===== config.mk =====
export PLATFORM = sky130hd
export DESIGN_NAME = ps2_host_tx
export DESIGN_NICKNAME = d
export VERILOG_FILES = /design/src/rtl/ps2_pkg.sv /design/src/rtl/ps2_line_sync.sv /design/src/rtl/ps2_host_tx.sv
export SDC_FILE = /design/constraint.sdc
export NUM_CORES = 1
export LEC_CHECK = 0
export CORE_ASPECT_RATIO = 0.6
export CORE_MARGIN = 8
export CORE_UTILIZATION = 50
export DETAILED_ROUTE_END_ITERATION = 10
export PLACE_DENSITY = 0.71
export SLEW_MARGIN = 20
export SYNTH_ARGS = -nofsm -noshare
export SYNTH_HDL_FRONTEND = slang
export SYNTH_SLANG_ARGS = --single-unit

===== constraint.sdc =====
create_clock -name clk -period 5.2 [get_ports clk]
set_input_delay 1.04 -clock clk [delete_from_list [all_inputs] [get_ports clk]]
set_output_delay 1.04 -clock clk [all_outputs]
set_load 0.005 [all_outputs]

===== src/rtl/ps2_pkg.sv =====
// Shared PS/2 definitions: transmitter state encoding, command bytes and the odd-parity helper.
package ps2_pkg;

  typedef enum logic [2:0] {
    ST_IDLE    = 3'd0,
    ST_INHIBIT = 3'd1,
    ST_REQ     = 3'd2,
    ST_BITS    = 3'd3,
    ST_ACK     = 3'd4,
    ST_ABORT   = 3'd5
  } state_e;

  localparam logic [7:0] CMD_SET_LEDS = 8'hED;
  localparam logic [7:0] CMD_ENABLE   = 8'hF4;
  localparam logic [7:0] CMD_RESET    = 8'hFF;
  localparam logic [7:0] ACK_BYTE     = 8'hFA;

  // PS/2 frames carry odd parity: the nine data+parity bits hold an odd number of ones.
  function automatic logic odd_parity(input logic [7:0] d);
    return ~^d;
  endfunction

endpackage


===== src/rtl/ps2_line_sync.sv =====
// PS/2 line conditioning: 2-flop synchronisers, falling-edge detect on the clock line,
// and an optional clock glitch filter enabled by defining PS2_FILTER_EN.
module ps2_line_sync #(
  parameter int FILTER_LEN = 8
) (
  input  logic clk,
  input  logic rst_n,
  input  logic ps2_clk_i,
  input  logic ps2_data_i,
  output logic data_o,
  output logic fall_o
);

  logic [1:0] clk_sync_q;
  logic [1:0] data_sync_q;
  logic       clk_lvl;
  logic       clk_prev_q;

  // Idle PS/2 lines float high, so the synchronisers reset to 1 to avoid a false fall.
  always_ff @(posedge clk or negedge rst_n) begin
    if (!rst_n) begin
      clk_sync_q  <= 2'b11;
      data_sync_q <= 2'b11;
    end else begin
      clk_sync_q  <= {clk_sync_q[0], ps2_clk_i};
      data_sync_q <= {data_sync_q[0], ps2_data_i};
    end
  end

`ifdef PS2_FILTER_EN
  localparam int FCW = $clog2(FILTER_LEN + 1);
  logic           filt_q;
  logic [FCW-1:0] fcnt_q;

  // The filtered level flips only after FILTER_LEN consecutive samples disagree with it.
  always_ff @(posedge clk or negedge rst_n) begin
    if (!rst_n) begin
      filt_q <= 1'b1;
      fcnt_q <= '0;
    end else if (clk_sync_q[1] == filt_q) begin
      fcnt_q <= '0;
    end else if (fcnt_q == FCW'(FILTER_LEN - 1)) begin
      filt_q <= clk_sync_q[1];
      fcnt_q <= '0;
    end else begin
      fcnt_q <= fcnt_q + FCW'(1);
    end
  end

  assign clk_lvl = filt_q;
`else
  assign clk_lvl = clk_sync_q[1];
`endif

  always_ff @(posedge clk or negedge rst_n) begin
    if (!rst_n) clk_prev_q <= 1'b1;
    else        clk_prev_q <= clk_lvl;
  end

  assign fall_o = clk_prev_q & ~clk_lvl;
  assign data_o = data_sync_q[1];

endmodule


===== src/rtl/ps2_host_tx.sv =====
// PS/2 host-to-device command transmitter with open-drain line enables.
// Build option: PS2_FILTER_EN adds a glitch filter on the sampled PS/2 clock.
module ps2_host_tx
  import ps2_pkg::*;
#(
  parameter int INHIBIT_CYC  = 5000,
  parameter int START_TO_CYC = 750000,
  parameter int PKT_TO_CYC   = 100000,
  parameter int FILTER_LEN   = 8
) (
  input  logic       clk,
  input  logic       rst_n,
  input  logic [7:0] tx_data,
  input  logic       tx_valid,
  output logic       tx_ready,
  output logic       busy,
  output logic       done,
  output logic       ack_err,
  output logic       timeout,
  input  logic       ps2_clk_i,
  input  logic       ps2_data_i,
  output logic       ps2_clk_oe,
  output logic       ps2_data_oe,
  output state_e     dbg_state_o
);

  localparam int MAX_A = (START_TO_CYC > PKT_TO_CYC) ? START_TO_CYC : PKT_TO_CYC;
  localparam int MAX_C = (MAX_A > INHIBIT_CYC) ? MAX_A : INHIBIT_CYC;
  localparam int CW    = $clog2(MAX_C + 1);

  localparam logic [CW-1:0] INH_LAST   = CW'(INHIBIT_CYC - 1);
  localparam logic [CW-1:0] START_LAST = CW'(START_TO_CYC - 1);
  localparam logic [CW-1:0] PKT_LAST   = CW'(PKT_TO_CYC - 1);

  state_e        state_q;
  logic [CW-1:0] cnt_q;
  logic [3:0]    bitcnt_q;
  logic [8:0]    shreg_q;
  logic          clk_oe_q, data_oe_q;
  logic          done_q, ack_err_q, timeout_q;
  logic          data_s, fall_s;

  ps2_line_sync #(.FILTER_LEN(FILTER_LEN)) u_sync (
    .clk        (clk),
    .rst_n      (rst_n),
    .ps2_clk_i  (ps2_clk_i),
    .ps2_data_i (ps2_data_i),
    .data_o     (data_s),
    .fall_o     (fall_s)
  );

  // Handshake: a command is accepted on a clock edge where tx_valid && tx_ready; the
  // source holds tx_valid and tx_data stable until then, and tx_ready is high only in IDLE.
  always_ff @(posedge clk or negedge rst_n) begin
    if (!rst_n) begin
      state_q   <= ST_IDLE;
      cnt_q     <= '0;
      bitcnt_q  <= '0;
      shreg_q   <= '0;
      clk_oe_q  <= 1'b0;
      data_oe_q <= 1'b0;
      done_q    <= 1'b0;
      ack_err_q <= 1'b0;
      timeout_q <= 1'b0;
    end else begin
      done_q    <= 1'b0;
      ack_err_q <= 1'b0;
      timeout_q <= 1'b0;
      case (state_q)
        ST_IDLE: begin
          if (tx_valid) begin
            shreg_q  <= {odd_parity(tx_data), tx_data};
            cnt_q    <= '0;
            clk_oe_q <= 1'b1;
            data_oe_q <= 1'b0;
            state_q  <= ST_INHIBIT;
          end
        end
        ST_INHIBIT: begin
          if (cnt_q == INH_LAST) begin
            cnt_q     <= '0;
            clk_oe_q  <= 1'b0;
            data_oe_q <= 1'b1;
            state_q   <= ST_REQ;
          end else begin
            cnt_q <= cnt_q + CW'(1);
          end
        end
        ST_REQ: begin
          if (fall_s) begin
            data_oe_q <= ~shreg_q[0];
            shreg_q   <= shreg_q >> 1;
            bitcnt_q  <= 4'd1;
            cnt_q     <= '0;
            state_q   <= ST_BITS;
          end else if (cnt_q == START_LAST) begin
            data_oe_q <= 1'b0;
            timeout_q <= 1'b1;
            state_q   <= ST_ABORT;
          end else begin
            cnt_q <= cnt_q + CW'(1);
          end
        end
        ST_BITS: begin
          if (cnt_q == PKT_LAST) begin
            data_oe_q <= 1'b0;
            timeout_q <= 1'b1;
            state_q   <= ST_ABORT;
          end else begin
            cnt_q <= cnt_q + CW'(1);
            if (fall_s) begin
              bitcnt_q <= bitcnt_q + 4'd1;
              // Fall 10 releases data for the stop bit; earlier falls shift out bit1..parity.
              if (bitcnt_q == 4'd9) begin
                data_oe_q <= 1'b0;
                state_q   <= ST_ACK;
              end else begin
                data_oe_q <= ~shreg_q[0];
                shreg_q   <= shreg_q >> 1;
              end
            end
          end
        end
        ST_ACK: begin
          if (done_q || ack_err_q) begin
            state_q <= ST_IDLE;
          end else if (cnt_q == PKT_LAST) begin
            timeout_q <= 1'b1;
            state_q   <= ST_ABORT;
          end else begin
            cnt_q <= cnt_q + CW'(1);
            if (fall_s) begin
              done_q    <= ~data_s;
              ack_err_q <= data_s;
            end
          end
        end
        ST_ABORT: begin
          clk_oe_q  <= 1'b0;
          data_oe_q <= 1'b0;
          state_q   <= ST_IDLE;
        end
        default: state_q <= ST_IDLE;
      endcase
    end
  end

  assign tx_ready    = (state_q == ST_IDLE);
  assign busy        = (state_q != ST_IDLE);
  assign done        = done_q;
  assign ack_err     = ack_err_q;
  assign timeout     = timeout_q;
  assign ps2_clk_oe  = clk_oe_q;
  assign ps2_data_oe = data_oe_q;
  assign dbg_state_o = state_q;

endmodule


==> impl_metrics.tcl, run 1 <==
set metrics [dict create \
    cp_slowest_cell "a211oi_2" \
    num_io_pins 23 \
    clkLatencyLatePin_ns 0.30 \
    hpwl_mm 4.475 \
    grt_pass1_wl_mm 10.31 \
    grt_setup_unrepaired "no" \
    postSynthAreaPerCell_um2 9.020 \
    clkPwrFrac_pct 21.0 \
    outcome "finished, final reports clean" \
    die_area_um2 7811 \
    ys_seq_elements 46 \
    clkTransAtPathRegs_ns 0.09 \
    wire_per_inst_um 16.67 \
    die_x_um 108.9 \
    detail_route.first_pass.iterations 5 \
    fin_tns_setup_ns 0 \
    cp_max_fo 18 \
    switching_share_pct 40.43 \
    cts_num_sinks 46 \
    hp-start "u_sync.data_sync_q[0]" \
    maxSlewHeadroom_pct 31.74 \
    cp_slowest_stage_delay_ns 0.67 \
    syn-num-nets 303 \
    finalHoldViolCount 0 \
    synth_most_common_cell "dfrtp_1" \
    cts_tree "yes" \
    synth_top_area_share_pct 39.63 \
    hold_path.class "flip-flop to flip-flop" \
    row_count 20 \
    overflow 0 \
    r2r_cells 5 \
    critical_path_cell_count 5 \
    critPathBufInv 0 \
    synth_cell_types 48 \
    dr_total_vias 2224 \
    p_comb_share_pct 44.4 \
    yosys_warnings 0 \
    numCtsBuffers 5 \
    holdPathEnd "u_sync.data_sync_q[1]" \
    crit_type "flip-flop to flip-flop" \
    drt_iter0_drc 135 \
    min_path_cells 0 \
    vdd_drop_max_mv 0.2267 \
    cts-root-buf "clkbuf_8" \
    nets 322 \
    pwr_density_cell_nw_per_um2 515.9 \
    power_frac_seq_pct 34.7 \
    clock_skew_ns 0.006857 \
    grt_pass1_vias 1945 \
    power.total_uw 1543 \
    antenna_found_initial 0 \
    fill_cells 450 \
    grt.total_usage_pct 16.65 \
    period_share_pct 57.14 \
    worstMarginPinSlew_ns 1.017 \
    intPower_uw 919.4 \
    diodes 0 \
    cts_resized 0 \
    drc 0 \
    crit_required_ns 5.37 \
    critical_path.top_delay_family "simple AND/OR/NAND/NOR gates" \
    place_congestion 0.8924 \
    postRouteAntennaNets 0 \
    grt_max_degree 47 \
    netlist_area_um2 2589 \
    synth.area.top_cells "dfrtp_1 (40%), o21ai_0 (7.3%), dfstp_2 (5.1%)" \
    ctsHtreeMaxLevel 2 \
    die_h_um 71.74 \
    timing.final.max_slew_violations 0 \
    cp-start-kind "flip-flop" \
    yosysTopAreaCell "dfrtp_1" \
    syn_inst 287 \
    reg2reg_from "cnt_q[13]" \
    cts_hold_buf 0 \
    synth_ff_type "dfrtp_1" \
    async_reset_ff_share_pct 100.0 \
    synth_edf_count 0 \
    endpoint_kind "flip-flop" \
    p_sw_uw 624.0 \
    port_buffers 22 \
    cp.arrival_ns 3.14 \
    drv_cap 0 \
    setup_violations 0 \
    post-route-min-period_ns 2.971 \
    finalWirelength_mm 6.217 \
    layout-drive-gt1-share_pct 7.492 \
    cts_setup_buffers 0 \
    ctsLongestPathBuffers 2 \
    synthTopCellsByCount "dfrtp_1 (41), o21ai_0 (38), nand2_1 (32), nor2_1 (19)" \
    reg2reg_to "cnt_q[2]" \
    crit_chain "or4_4 -> or4_1 -> a211oi_2 -> or2_2 -> o21ai_0" \
    coreArea_um2 5030 \
    cellLeakagePower_uw 0.001223 \
    syn2layout_area_growth_pct 15.56 \
    initial_core_util_pct 51.47 \
    vias_per_cell 5.962 \
    fmaxAchievable_mhz 336.5 \
    reg2reg_slack_ns 2.23 \
    ys_seq_area_share_pct 44.71 \
]
-- worst max path at each step --
stage,endpoint,slack [ns],from
CTS,cnt_q[2],2.25,cnt_q[13]
detailed placement,cnt_q[15],2.20,tx_valid
global route,cnt_q[2],2.00,dbg_state_o[2]
floorplan,cnt_q[10],2.79,cnt_q[13]
global placement,cnt_q[11],2.19,tx_valid
finish,cnt_q[2],2.23,cnt_q[13]
-- area by class of cell --
class,count,area [um^2],share of cell area (%)
Multi-Input combinational cell,218,1340,44.79
Sequential cell,46,1157,38.69
Timing Repair Buffer,24,232.7,7.779
Tap cell,66,82.58,2.760
Clock buffer,5,68.82,2.300
Clock inverter,3,68.82,2.300
Inverter,11,41.29,1.380
-- cells by family (layout without fill, tap and decap cells) --
logic type	Yosys count	count (layout)	share of synthesized area [%]
and+or+nand+nor	109	109	22.72
AOI/OAI and AO/OA	88	88	20.73
DFF	46	46	44.71
buffers and inverters	23	43	3.722
muxes	11	11	4.302
xor gates and xnor gates	7	7	2.368
adders and majority gates	3	3	1.450
-- sequential cells by signal (all words and copies together) (netlist names), 2 cells and up --
register	flops
bitcnt_q	4
cnt_q	20
shreg_q	9
dbg_state_o	3
u_sync.data_sync_q	2
u_sync.clk_sync_q	2
-- worst register-to-register path: stages (launching register included) --
cell	delay, ns
dfrtp_1	0.45
or4_4	0.58
or4_1	0.50
a211oi_2	0.67
or2_2	0.49
o21ai_0	0.16
-- power by group through the flow --
stage | combinational, uW | sequential, uW | clock, uW
2_1_floorplan | 518 | 499 | 0
3_3_place_gp | 669 | 537 | 0
3_5_place_dp | 676 | 539 | 0
4_1_cts | 681 | 533 | 327
5_1_grt | 765 | 550 | 344
6_report | 685 | 535 | 323
-- metal layers --
metal	vias up	global-route usage, %	share of wire (%)
met5	-	0	0
met4	0	4.072	0.40
met3	2	4.029	5.5
met2	53	20.50	39
met1	1073	27.01	55
li1	1096	-	-
-- cell usage in the layout, fill, tap and decap left out, types with 4 or more instances in the layout --
cell	synthesis	final
a21oi_1	13	13
nand2b_1	6	6
or3_1	4	4
dfrtp_1	41	41
nand4_1	5	5
nand3_1	6	6
nor2_1	19	19
mux2i_1	10	10
dfstp_2	5	5
xnor2_1	6	6
a31oi_1	5	5
nor3_1	6	6
o31ai_1	13	13
or4_1	5	5
nor2b_1	4	4
clkdlybuf4s50_1	0	21
nand2_1	32	32
clkbuf_8	0	5
o21ai_0	38	38
inv_1	11	11
nor4_1	5	5
-- per-stage QoR --
step	instances	hold slack [ns]	area, um^2	util, %	worst slack [ns]
after floorplan	287	0.3452	2589	-	2.794
after global placement	365	0.3457	2851	56.69	2.190
after detailed placement	365	0.3510	2851	56.69	2.198
after CTS	373	0.3643	2989	59.43	2.248
after global routing	373	0.3705	2992	59.48	2.002
final	373	0.3622	2992	59.48	2.229
(Power assumes the default switching activity.)
==> run 2, diff against run 1 <==
--- a/config.mk
+++ b/config.mk
@@ -9,7 +9,7 @@
 export CORE_MARGIN = 8
 export CORE_UTILIZATION = 50
 export DETAILED_ROUTE_END_ITERATION = 10
-export PLACE_DENSITY = 0.71
+export PLACE_DENSITY = 0.73
 export SLEW_MARGIN = 20
 export SYNTH_ARGS = -nofsm -noshare
 export SYNTH_HDL_FRONTEND = slang
==> constraint.sdc (replaced) <==
create_clock -name clk -period 2.4 [get_ports clk]
set_input_delay 0.48 -clock clk [delete_from_list [all_inputs] [get_ports clk]]
set_output_delay 0.48 -clock clk [all_outputs]
set_load 0.005 [all_outputs]
==> run 2 against run 1 <==
The run now ends with negative setup slack left. First-iteration DRC count grew 61%. Sequential cell count is the same. Sequential power grew 110%. Die area is the same. Fmax grew 22%. Global-route usage grew 1.3 points. Final area grew 8.9%. Non-clock buffer count grew 34. Worst hold slack lost 0.12 ns. Routed wire length grew 13%. Via count grew 13%. Sequential share of layout area shrank 3.2 points.
==> impl_metrics.tcl, run 2 (synthesized netlist as in run 1, its figures left out) <==
set metrics [dict create \
    outcome "finished, violations left" \
    violations "negative setup slack" \
    cp_slowest_stage_delay_ns 0.55 \
    reg2reg_to "cnt_q[3]" \
    grt_pass1_wl_mm 11.20 \
    dr.max_layer_used "met4" \
    intPower_uw 2131 \
    largest-register "cnt_q" \
    vias_per_cell 6.152 \
    clkTransAtPathRegs_ns 0.10 \
    ctsHtreeMaxLevel 2 \
    worstMarginPinSlew_ns 0.5775 \
    switching_share_pct 42.12 \
    cp_max_fo 5 \
    finalHoldViolCount 0 \
    diodes 0 \
    detail_route.first_pass.iterations 5 \
    power.total_uw 3682 \
    cp-start-kind "flip-flop" \
    power_frac_seq_pct 29.8 \
    numCtsBuffers 5 \
    wl_met1_mm 3.485 \
    reg2reg_slack_ns -0.04 \
    row_count 20 \
    port_buffers 22 \
    cts-root-buf "clkbuf_8" \
    antenna_found_initial 0 \
    grt_max_degree 47 \
    met3_length_um 618 \
    drt_iter0_drc 218 \
    crit_required_ns 2.59 \
    cts_hold_buf 0 \
    grt.total_usage_pct 17.99 \
    coreArea_um2 5030 \
    cp.arrival_ns 2.63 \
    fmaxAchievable_mhz 409.8 \
    cp_slowest_cell "or4_4" \
    layout-drive-gt1-share_pct 18.48 \
    post-route-min-period_ns 2.440 \
    hpwl_mm 5.133 \
    largest_reg_flops 20 \
    die_h_um 71.74 \
    cts_tree "yes" \
    postRouteAntennaNets 0 \
    pwr_density_cell_nw_per_um2 1130 \
    fin_ws_ns -0.03998 \
    cts_num_sinks 46 \
    die_area_um2 7811 \
    initial_core_util_pct 51.47 \
    route.met2.wl_mm 2.884 \
    layout.cells.non_filler 407 \
    clock_skew_ns 0.01322 \
    crit_type "flip-flop to flip-flop" \
    clkPwrFrac_pct 13.8 \
    nets 356 \
    p_sw_uw 1551 \
    finalWirelength_mm 7.043 \
    vdd_drop_max_mv 0.4569 \
    final_cell_mix "dfrtp_1 (41), nand2_1 (32), o21ai_0 (31)" \
    place_congestion 0.8775 \
    timing.final.max_slew_violations 0 \
    die_x_um 108.9 \
    period_share_pct 101.7 \
    num_io_pins 23 \
    hold_ws_ns 0.2437 \
    syn2layout_area_growth_pct 25.86 \
    reg2reg_from "cnt_q[13]" \
    endpoint_kind "flip-flop" \
    ctsLongestPathBuffers 2 \
    p_comb_share_pct 56.4 \
    overflow 0 \
    setup_violations 6 \
    crit_chain "or4_4 -> or4_4 -> a211oi_4 -> buf_6 -> buf_6 -> nor2b_1 -> o21ai_0 -> o31ai_1" \
    grt_pass1_vias 2245 \
    drc 0 \
    maxSlewHeadroom_pct 61.50 \
    wire_per_inst_um 17.30 \
    hold_path.class "input pin to asynchronous set/reset pin" \
    post-route-util_pct 64.78 \
    dr_total_vias 2504 \
    clkLatencyLatePin_ns 0.31 \
    drv_cap 0 \
    r2r_cells 8 \
    reg_top3 "cnt_q x20, shreg_q x9, bitcnt_q x4" \
    dp_cells 394 \
    grt_setup_unrepaired "yes" \
    layout_commonest_cell "dfrtp_1" \
    cellLeakagePower_uw 0.001385 \
]
run 2: stage by stage:
stage	setup TNS, ns	setup slack (ns)	instance area, um^2
2_1_floorplan	0	0.00009348	2592
3_3_place_gp	0	0.07417	3082
3_5_place_dp	0	0.02304	3082
4_1_cts	0	0.005324	3187
5_1_grt	-0.8185	-0.07341	3258
6_report	-0.08825	-0.03998	3258
run 2: final cells by class:
cell class	instances	area, um^2
fillers	411	1772
well taps	66	82.58
clock buffers	5	68.82
repair buffers	58	509.2
clock inverters	3	25.02
inverters	11	41.29
flip-flops and latches	46	1157
multi-input cells	218	1374
run 2: worst max-delay path by stage:
stage / from / end / slack [ns] / depth (start not counted)
after floorplan: cnt_q[13] / cnt_q[2] / 0.00009 / 8
after global placement: cnt_q[13] / cnt_q[6] / 0.07 / 7
after detailed placement: cnt_q[13] / cnt_q[3] / 0.02 / 7
after CTS: cnt_q[13] / cnt_q[3] / 0.005 / 7
after global routing: cnt_q[13] / cnt_q[4] / -0.07 / 7
final: cnt_q[13] / cnt_q[3] / -0.04 / 8
run 2: repair_timing:
item                                    4_1_cts  5_1_grt
setup buffers                                 1        2
gates cloned                                  0        2
pin swaps                                     0        8
gates resized for setup                       2       20
endpoints found under the setup margin        2       18
run 2: metal layers:
| layer | vias to the layer above | track usage, % |
|---|---|---|
| met5 | - | 0 |
| met4 | 0 | 4.525 |
| met3 | 8 | 5.192 |
| met2 | 123 | 23.04 |
| met1 | 1209 | 27.88 |
| li1 | 1164 | - |
run 2: critical path: cells and delay by family, from the launching register on:
kind	cells	cell delay, ns
flip-flops	1	0.38
buffers and inverters	2	0.29
AO/OA/AOI/OAI	3	0.54
AND/OR/NAND/NOR	3	1.11
run 2: power groups by stage:
stage                     clock [uW]  sequential (uW)  combinational (uW)
after floorplan                    0             1080                1140
after detailed placement           0             1110                1810
after CTS                        514             1090                1840
after global routing             539             1120                2240
final                            507             1100                2080
after global placement             0             1110                1760
